## config.mk

```make
export PLATFORM = sky130hd
export DESIGN_NAME = dmi_req_handshake_ctrl
export DESIGN_NICKNAME = d
export VERILOG_FILES = /design/src/rtl/dmi_pkg.sv /design/src/rtl/dmi_timeout_counter.sv /design/src/rtl/dmi_req_handshake_ctrl.sv
export SDC_FILE = /design/constraint.sdc
export NUM_CORES = 1
export LEC_CHECK = 0
export ABC_AREA = 0
export CAP_MARGIN = 20
export CELL_PAD_IN_SITES_DETAIL_PLACEMENT = 0
export CELL_PAD_IN_SITES_GLOBAL_PLACEMENT = 1
export CORE_ASPECT_RATIO = 1.25
export CORE_UTILIZATION = 30
export CTS_BUF_LIST = sky130_fd_sc_hd__clkbuf_8
export DETAILED_ROUTE_END_ITERATION = 8
export GPL_TIMING_DRIVEN = 0
export PLACE_DENSITY_LB_ADDON = 0.1
export SLEW_MARGIN = 20
export SYNTH_ARGS = -nofsm -noshare
export SYNTH_HDL_FRONTEND = slang
export SYNTH_SLANG_ARGS = --single-unit
```

## constraint.sdc

```tcl
create_clock -name clk -period 2.75 [get_ports clk]
set_input_delay 0.55 -clock clk [delete_from_list [all_inputs] [get_ports clk]]
set_output_delay 0.55 -clock clk [all_outputs]
set_load 0.005 [all_outputs]
```

## src/rtl/dmi_pkg.sv

```systemverilog
// Shared types and defaults for the core-side DMI request handshake.
package dmi_pkg;

    localparam int unsigned DMI_ADDR_W_DEFAULT  = 7;
    localparam int unsigned DMI_DATA_W_DEFAULT  = 32;
    localparam int unsigned DMI_TIMEOUT_DEFAULT = 255;

    // Handshake FSM states; encoding is fixed so debug views stay stable.
    typedef enum logic [1:0] {
        StIdle    = 2'd0,
        StReq     = 2'd1,
        StWaitRsp = 2'd2,
        StAck     = 2'd3
    } dmi_state_e;

    // Width needed to hold TIMEOUT_CYCLES itself; never narrower than 1 bit.
    function automatic int unsigned dmi_cnt_width(input int unsigned timeout);
        return (timeout > 0) ? $clog2(timeout + 1) : 1;
    endfunction

endpackage

```

## src/rtl/dmi_timeout_counter.sv

```systemverilog
// Saturating response-timeout counter. expired_o goes high once the count
// reaches TIMEOUT_CYCLES; a zero TIMEOUT_CYCLES disables expiry entirely.
module dmi_timeout_counter
    import dmi_pkg::*;
#(
    parameter int unsigned TIMEOUT_CYCLES = DMI_TIMEOUT_DEFAULT
) (
    input  logic clk,
    input  logic rst,
    input  logic clear_i,
    input  logic enable_i,
    output logic expired_o
);

    localparam int unsigned     CntW   = dmi_cnt_width(TIMEOUT_CYCLES);
    localparam logic [CntW-1:0] CntMax = CntW'(TIMEOUT_CYCLES);

    logic [CntW-1:0] cnt_q;
    logic [CntW-1:0] cnt_d;

    // Next count: clear wins over enable; stop at CntMax so it never wraps.
    always_comb begin
        cnt_d = cnt_q;
        if (clear_i) begin
            cnt_d = '0;
        end else if (enable_i && (cnt_q != CntMax)) begin
            cnt_d = cnt_q + CntW'(1);
        end
    end

    // Count register.
    always_ff @(posedge clk or posedge rst) begin
        if (rst) begin
            cnt_q <= '0;
        end else begin
            cnt_q <= cnt_d;
        end
    end

    if (TIMEOUT_CYCLES == 0) begin : g_no_timeout
        assign expired_o = 1'b0;
    end else begin : g_timeout
        assign expired_o = (cnt_q == CntMax);
    end

endmodule

```

## src/rtl/dmi_req_handshake_ctrl.sv

```systemverilog
// Core-domain side of the DMI 4-phase req/ack handshake. Captures the DMI
// request, issues it on the core debug bus, waits for a response or timeout
// and returns a level ack with the read data and error flag. All outputs
// come straight from flops.
module dmi_req_handshake_ctrl
    import dmi_pkg::*;
#(
    parameter int unsigned ADDR_W         = DMI_ADDR_W_DEFAULT,
    parameter int unsigned DATA_W         = DMI_DATA_W_DEFAULT,
    parameter int unsigned TIMEOUT_CYCLES = DMI_TIMEOUT_DEFAULT
) (
    input  logic              clk,
    input  logic              rst,
    input  logic              req_sync,
    input  logic [ADDR_W-1:0] dmi_addr_in,
    input  logic [DATA_W-1:0] dmi_wdata_in,
    input  logic              dmi_wr_in,
    output logic              core_req_valid,
    input  logic              core_req_ready,
    output logic [ADDR_W-1:0] core_req_addr,
    output logic [DATA_W-1:0] core_req_wdata,
    output logic              core_req_wr,
    input  logic              core_rsp_valid,
    input  logic [DATA_W-1:0] core_rsp_rdata,
    input  logic              core_rsp_err,
    output logic              ack_out,
    output logic [DATA_W-1:0] rdata_out,
    output logic              err_out
);

    dmi_state_e        state_q,  state_d;
    logic              valid_q,  valid_d;
    logic [ADDR_W-1:0] addr_q,   addr_d;
    logic [DATA_W-1:0] wdata_q,  wdata_d;
    logic              wr_q,     wr_d;
    logic              ack_q,    ack_d;
    logic [DATA_W-1:0] rdata_q,  rdata_d;
    logic              err_q,    err_d;

    logic cnt_clear;
    logic cnt_en;
    logic cnt_expired;

    dmi_timeout_counter #(
        .TIMEOUT_CYCLES (TIMEOUT_CYCLES)
    ) u_timeout (
        .clk       (clk),
        .rst       (rst),
        .clear_i   (cnt_clear),
        .enable_i  (cnt_en),
        .expired_o (cnt_expired)
    );

    // Next-state and registered-output logic for the handshake FSM.
    always_comb begin
        state_d   = state_q;
        valid_d   = valid_q;
        addr_d    = addr_q;
        wdata_d   = wdata_q;
        wr_d      = wr_q;
        ack_d     = ack_q;
        rdata_d   = rdata_q;
        err_d     = err_q;
        cnt_clear = 1'b0;
        cnt_en    = 1'b0;

        unique case (state_q)
            StIdle: begin
                if (req_sync) begin
                    addr_d  = dmi_addr_in;
                    wdata_d = dmi_wdata_in;
                    wr_d    = dmi_wr_in;
                    valid_d = 1'b1;
                    state_d = StReq;
                end
            end
            // req_sync is deliberately not looked at here: a request that has
            // been captured always runs to completion.
            StReq: begin
                if (core_req_ready) begin
                    valid_d   = 1'b0;
                    cnt_clear = 1'b1;
                    state_d   = StWaitRsp;
                end
            end
            StWaitRsp: begin
                cnt_en = 1'b1;
                // A response on the expiry cycle still counts as a response.
                if (core_rsp_valid) begin
                    rdata_d = core_rsp_rdata;
                    err_d   = core_rsp_err;
                    ack_d   = 1'b1;
                    state_d = StAck;
                end else if (cnt_expired) begin
                    rdata_d = '0;
                    err_d   = 1'b1;
                    ack_d   = 1'b1;
                    state_d = StAck;
                end
            end
            // If req_sync already fell early, this leaves after one cycle and
            // ack_out becomes a single-cycle pulse.
            StAck: begin
                if (!req_sync) begin
                    ack_d   = 1'b0;
                    state_d = StIdle;
                end
            end
            default: begin
                state_d = StIdle;
            end
        endcase
    end

    // State and output registers; reset aborts any transaction silently.
    always_ff @(posedge clk or posedge rst) begin
        if (rst) begin
            state_q <= StIdle;
            valid_q <= 1'b0;
            addr_q  <= '0;
            wdata_q <= '0;
            wr_q    <= 1'b0;
            ack_q   <= 1'b0;
            rdata_q <= '0;
            err_q   <= 1'b0;
        end else begin
            state_q <= state_d;
            valid_q <= valid_d;
            addr_q  <= addr_d;
            wdata_q <= wdata_d;
            wr_q    <= wr_d;
            ack_q   <= ack_d;
            rdata_q <= rdata_d;
            err_q   <= err_d;
        end
    end

    assign core_req_valid = valid_q;
    assign core_req_addr  = addr_q;
    assign core_req_wdata = wdata_q;
    assign core_req_wr    = wr_q;
    assign ack_out        = ack_q;
    assign rdata_out      = rdata_q;
    assign err_out        = err_q;

endmodule

```

# Word level (Yosys, flattened, before mapping)

Index checks and enable logic that the tools add are counted.

Bitwise gates (word level): 0
Muxes and demuxes: 21
Equality and inequality tests: 9
Multiply operators: 0
Shift operators: 0
Magnitude comparators: 0
Reductions and logical operators: 11
Div/mod/pow operators: 0
$add $sub $neg: 1

Operators with widths:

| operator                                            | count |
|---|---|
| two-way mux 32 bit                                  | 2 |
| two-way mux 8 bit                                   | 2 |
| two-way mux 2 bit                                   | 5 |
| two-way mux 1 bit                                   | 9 |
| adder 8 x 1 -> 8 bit, second input constant         | 1 |
| equality test 8 bit, second input constant          | 1 |
| != test 8 bit, second input constant                | 1 |
| one-hot mux 2 bit (4 select lines)                  | 1 |
| nonzero test 2 bit                                  | 4 |
| != test 2 bit, second input constant                | 3 |
| AND reduction 3 bit                                 | 2 |
| equality test 2 bit, second input constant          | 2 |
| one-hot mux 1 bit (2 select lines)                  | 2 |
| AND reduction 2 bit                                 | 2 |
| AND reduction 4 bit                                 | 1 |
| != test 3 bit, second input constant                | 1 |
| equality test 2 x 1 -> 1 bit, second input constant | 1 |
| zero test 2 bit                                     | 1 |
| logical AND 1 bit                                   | 1 |

Logic and storage cells: 51
Bits in writable memories: 0
Input bits: 78
Flip-flop bits (word level): 85
Memories: 0
Memory bits (read-only): 0
Latch bits: 0

# Longest topological paths before layout

Depth in word-level cells: 5
Mapped depth: 7
Depth with buffers taken out: 6

# By module

Synthesis repeated with hierarchy kept, for this count alone.

Cell total of the unflattened synthesis: 237
Area, all modules: 3,427.0 um2

By module, submodules not included:

| module                 | cells an instance | area each (um2) | instances | seq. area each (um2) |
|---|---|---|---|---|
| dmi_req_handshake_ctrl | 189               | 2,939.1         | 1         | 1,926.8 |
| dmi_timeout_counter    | 48                | 488.0           | 1         | 200.2 |

# Least setup slack after synthesis

No wires, ideal clock.

Path kind: register -> register
Start: register state_q[0]
End: register rdata_q[10], in the netlist rdata_out[10]
Library setup time: 121 ps
Period minus slack after synthesis: 1,547 ps
Setup slack: 1,203 ps
Required time: 2,629 ps
Buffers on the path: 3
Data arrival time: 1,426 ps
Stages on the path, launching flop included: 8
Cell sequence: dfrtp_1 inv_1 ha_1 buf_6 and2_1 clkbuf_1 buf_2 a22o_1

Word-level cells in the longest chain between the ends: 2

RTL lines:

| what                          | line                          | source |
|---|---|---|
| start: declaration            | dmi_req_handshake_ctrl.sv:31  | `dmi_state_e state_q, state_d;` |
| start signal: assignment      | dmi_req_handshake_ctrl.sv:118 | `state_q <= StIdle;` |
| start signal: assignment      | dmi_req_handshake_ctrl.sv:127 | `state_q <= state_d;` |
| equality test 2 bit           | dmi_req_handshake_ctrl.sv:67  | `unique case (state_q)` |
| AND reduction 2 bit (no line) | --                            |  |
| end signal: assignment        | dmi_req_handshake_ctrl.sv:133 | `rdata_q <= rdata_d;` |
| end: declaration              | dmi_req_handshake_ctrl.sv:37  | `logic [DATA_W-1:0] rdata_q, rdata_d;` |

Every way passes these cells.
A chain may end at the register's enable or synchronous reset.

# Worst setup path after layout

Start: register ack_q, in the netlist ack_out
End: output port ack_out

RTL lines:

| what                     | line                          | source |
|---|---|---|
| start: declaration       | dmi_req_handshake_ctrl.sv:36  | `logic ack_q, ack_d;` |
| start signal: assignment | dmi_req_handshake_ctrl.sv:132 | `ack_q <= ack_d;` |
| end: declaration         | dmi_req_handshake_ctrl.sv:26  | `output logic ack_out,` |

No word-level cell between the ends.

==> qor.txt <==
NumNets Final = 481
Max Freq = 0.545 GHz
Critical path class = reg2out
DR vias/cell = 4.69
Die Width = 97.5 µm
WL/cell = 16.0 µm
H-tree Lvls = 3
Global-route wire length before repair = 13,900 µm
Multi-input logic area = 1190 µm²
Starting Density = 30.9%
Worst-path fanout max = 3
Clock tree from TritonCTS = built
Reg2reg path depth = 7
Core Util, Final = 48.3%
Clock slew at reported path FFs = 90 ps
Hold wc startpoint = rdata_out[10]
Post-Synthesis Cells = 233
Vias = 2,518
Sequential-to-total area share from yosys stat = 62.2%
PortBufs = 152
Min Tclk post-route = 1830 ps
CP endpoint kind = primary output
Final Slew Violations = 0
Vias in the first global route = 2,647
Critical Path, Cell by Cell = clkdlybuf4s50_1
Post-synth EDFFs = 0
Post-CTS sizing = 0
Pwr dens = 1040 nW/µm²
Slowest stage cell, crit path = clkdlybuf4s50_1
Final HPWL DP = 6170 µm
CTS max path bufs = 2
Routed Antenna Nets = 0
Yosys cell types = 35
Reg2reg end = rdata_out[0]
Io pins = 153
Yosys warnings = 0
Die H = 121 µm
Worst Setup Start Kind = flop
Worst reg2reg setup slack = 1000 ps
Worst slew pin tran = 495 ps
Worst path bufs/invs = 1
CTS Buf Count = 9
Root Driver = clkbuf_8
Unrepaired setup endpoints after global routing = no
Max Clock Skew = 8.24 ps
Hold Path End = rdata_out[10]
CP required = 2200 ps
Max_cap viols = 0
Gr ovfl total = 0
CP delay by family, top = buffers and inverters
Fill cells = 1,033
Final RePlAce weighted congestion = 0.687
Setup TNS = 0 ps
Gr usage total = 15.3%
# hold bufs at CTS = 0
# diodes = 0
Synthesis-stage register bit count = 85
Post-Syn Nets = 317
Initial antenna violation count = 0
Period Utilization, post-route = 66.7%
Clock sinks = 85
Syn avg cell area = 14.7 µm²
FF+latch area = 2130 µm²
Slew headroom = 67.0%
Main synth FF type = dfrtp_1
Core area = 11,100 µm²
Hold Path Class = reg2reg
Final Hold Fails = 0
Pre-antenna DRT Iters = 4
Mapped Area = 3420 µm²
Count of final setup violators = 0
Clock latency on the worst-skew pair = 360 ps
Max VDD drop = 421 µV
Layout cells sized above 1 = 19.2%
Hold Path Depth = 1
Slowest stage delay, CP = 540 ps
Lkg Pwr = 0.00233 µW
Status = finished, final reports clean
Initial DRC count = 64
Area growth from synthesis to final layout = 56.5%
Largest net degree at the start of global routing = 52
Die ar. = 11,800 µm²
Post-synthesis async set-or-reset flop share = 100%
Remaining DRCs = 0
Crit path DAT = 1280 ps
Post-CTS setup buffers = 0
Rows = 43
Routed wire length = 8610 µm
Crit Reg-Reg Startpoint = state_q[0]
cells by family after synthesis:
group           Yosys count  share of synthesized area [%]
fa+ha+maj                 6                           2.20
compound gates           52                           12.8
xor+xnor                  1                          0.256
mux                      44                           14.5
simple gates             27                           4.94
flops                    85                           62.2
buf+inv                  18                           3.11
synthesized netlist by cell type (all sizes together), types with 2 or more instances:
library cell  count  area, µm²
and2              2       12.5
nor3              3       15.0
o21bai            2       26.3
nand3             5       37.5
o21ai             5       40.0
a31oi             3       18.8
inv               6       22.5
nor2              4       15.0
nand4             2       27.5
ha                6       75.1
mux2             42        477
nand2             8       37.5
mux2i             2       20.0
dfrtp            85       2130
buf              11       80.1
a22o             33        289
a21oi             4       20.0
power by group:
group	switching [µW]	internal, µW
clock network	478	509
logic	815	1640
registers	310	1830
metrics by stage:
step / cell area, µm² / std cells / total power, µW / hold slack (ps) / worst slack, ps
global route: 5350 / 537 / 5950 / 527 / 794
global placement: 5110 / 520 / 4620 / 483 / -1570
detailed placement: 5140 / 521 / 4650 / 481 / 690
finish: 5350 / 537 / 5580 / 506 / 916
CTS: 5350 / 537 / 5660 / 507 / 881
floorplan: 3420 / 233 / 3200 / 489 / 6.50
layout by cell type, fill, tap and decap left out, types with 2 or more instances in the layout:
cell             count
buf_2                7
dfrtp_1             85
clkdlybuf4s50_1    152
mux2i_1              2
clkinv_2             4
nor2_1               4
a21oi_1              4
clkbuf_8             9
bufinv_16            2
ha_1                 6
buf_6                4
a22o_1              33
nand2_1              7
a31oi_1              3
mux2_2              41
inv_1                5
o21ai_0              3
nand3_1              4
and2_1               2
nor3_1               3
area by class of cell:
type | instances | area share (%)
inverters | 6 | 0.468
clock buffers | 9 | 2.31
flip-flops and latches | 85 | 39.7
clock inverters | 7 | 1.66
well taps | 135 | 3.16
multi-input cells | 130 | 22.2
plain buffers | 12 | 1.57
repair buffers | 153 | 28.9
worst max-delay path by stage:
stage,startpoint,to,cells after the start
global route,state_q[0],rdata_out[19],7
global placement,rst,rdata_out[21],2
CTS,ack_out,ack_out,1
floorplan,rst,ack_out,1
finish,ack_out,ack_out,1
detailed placement,core_rsp_valid,rdata_out[25],5
state kept, by name, summed over array words and instances, names as in the netlist:
name / flops
core_req_wdata: 32
u_timeout.cnt_q: 8
err_out: 1
rdata_out: 32
core_req_valid: 1
core_req_addr: 7
ack_out: 1
state_q: 2
core_req_wr: 1
layer usage:
metal / GRT usage [%] / up-vias / share of wire (%)
li1: - / 1181 / -
met1: 19.1 / 1228 / 43
met2: 23.8 / 98 / 47
met3: 4.67 / 11 / 7.7
met4: 8.00 / 0 / 1.7
met5: 0 / - / 0
No activity file was read; power rests on OpenSTA's default activity.
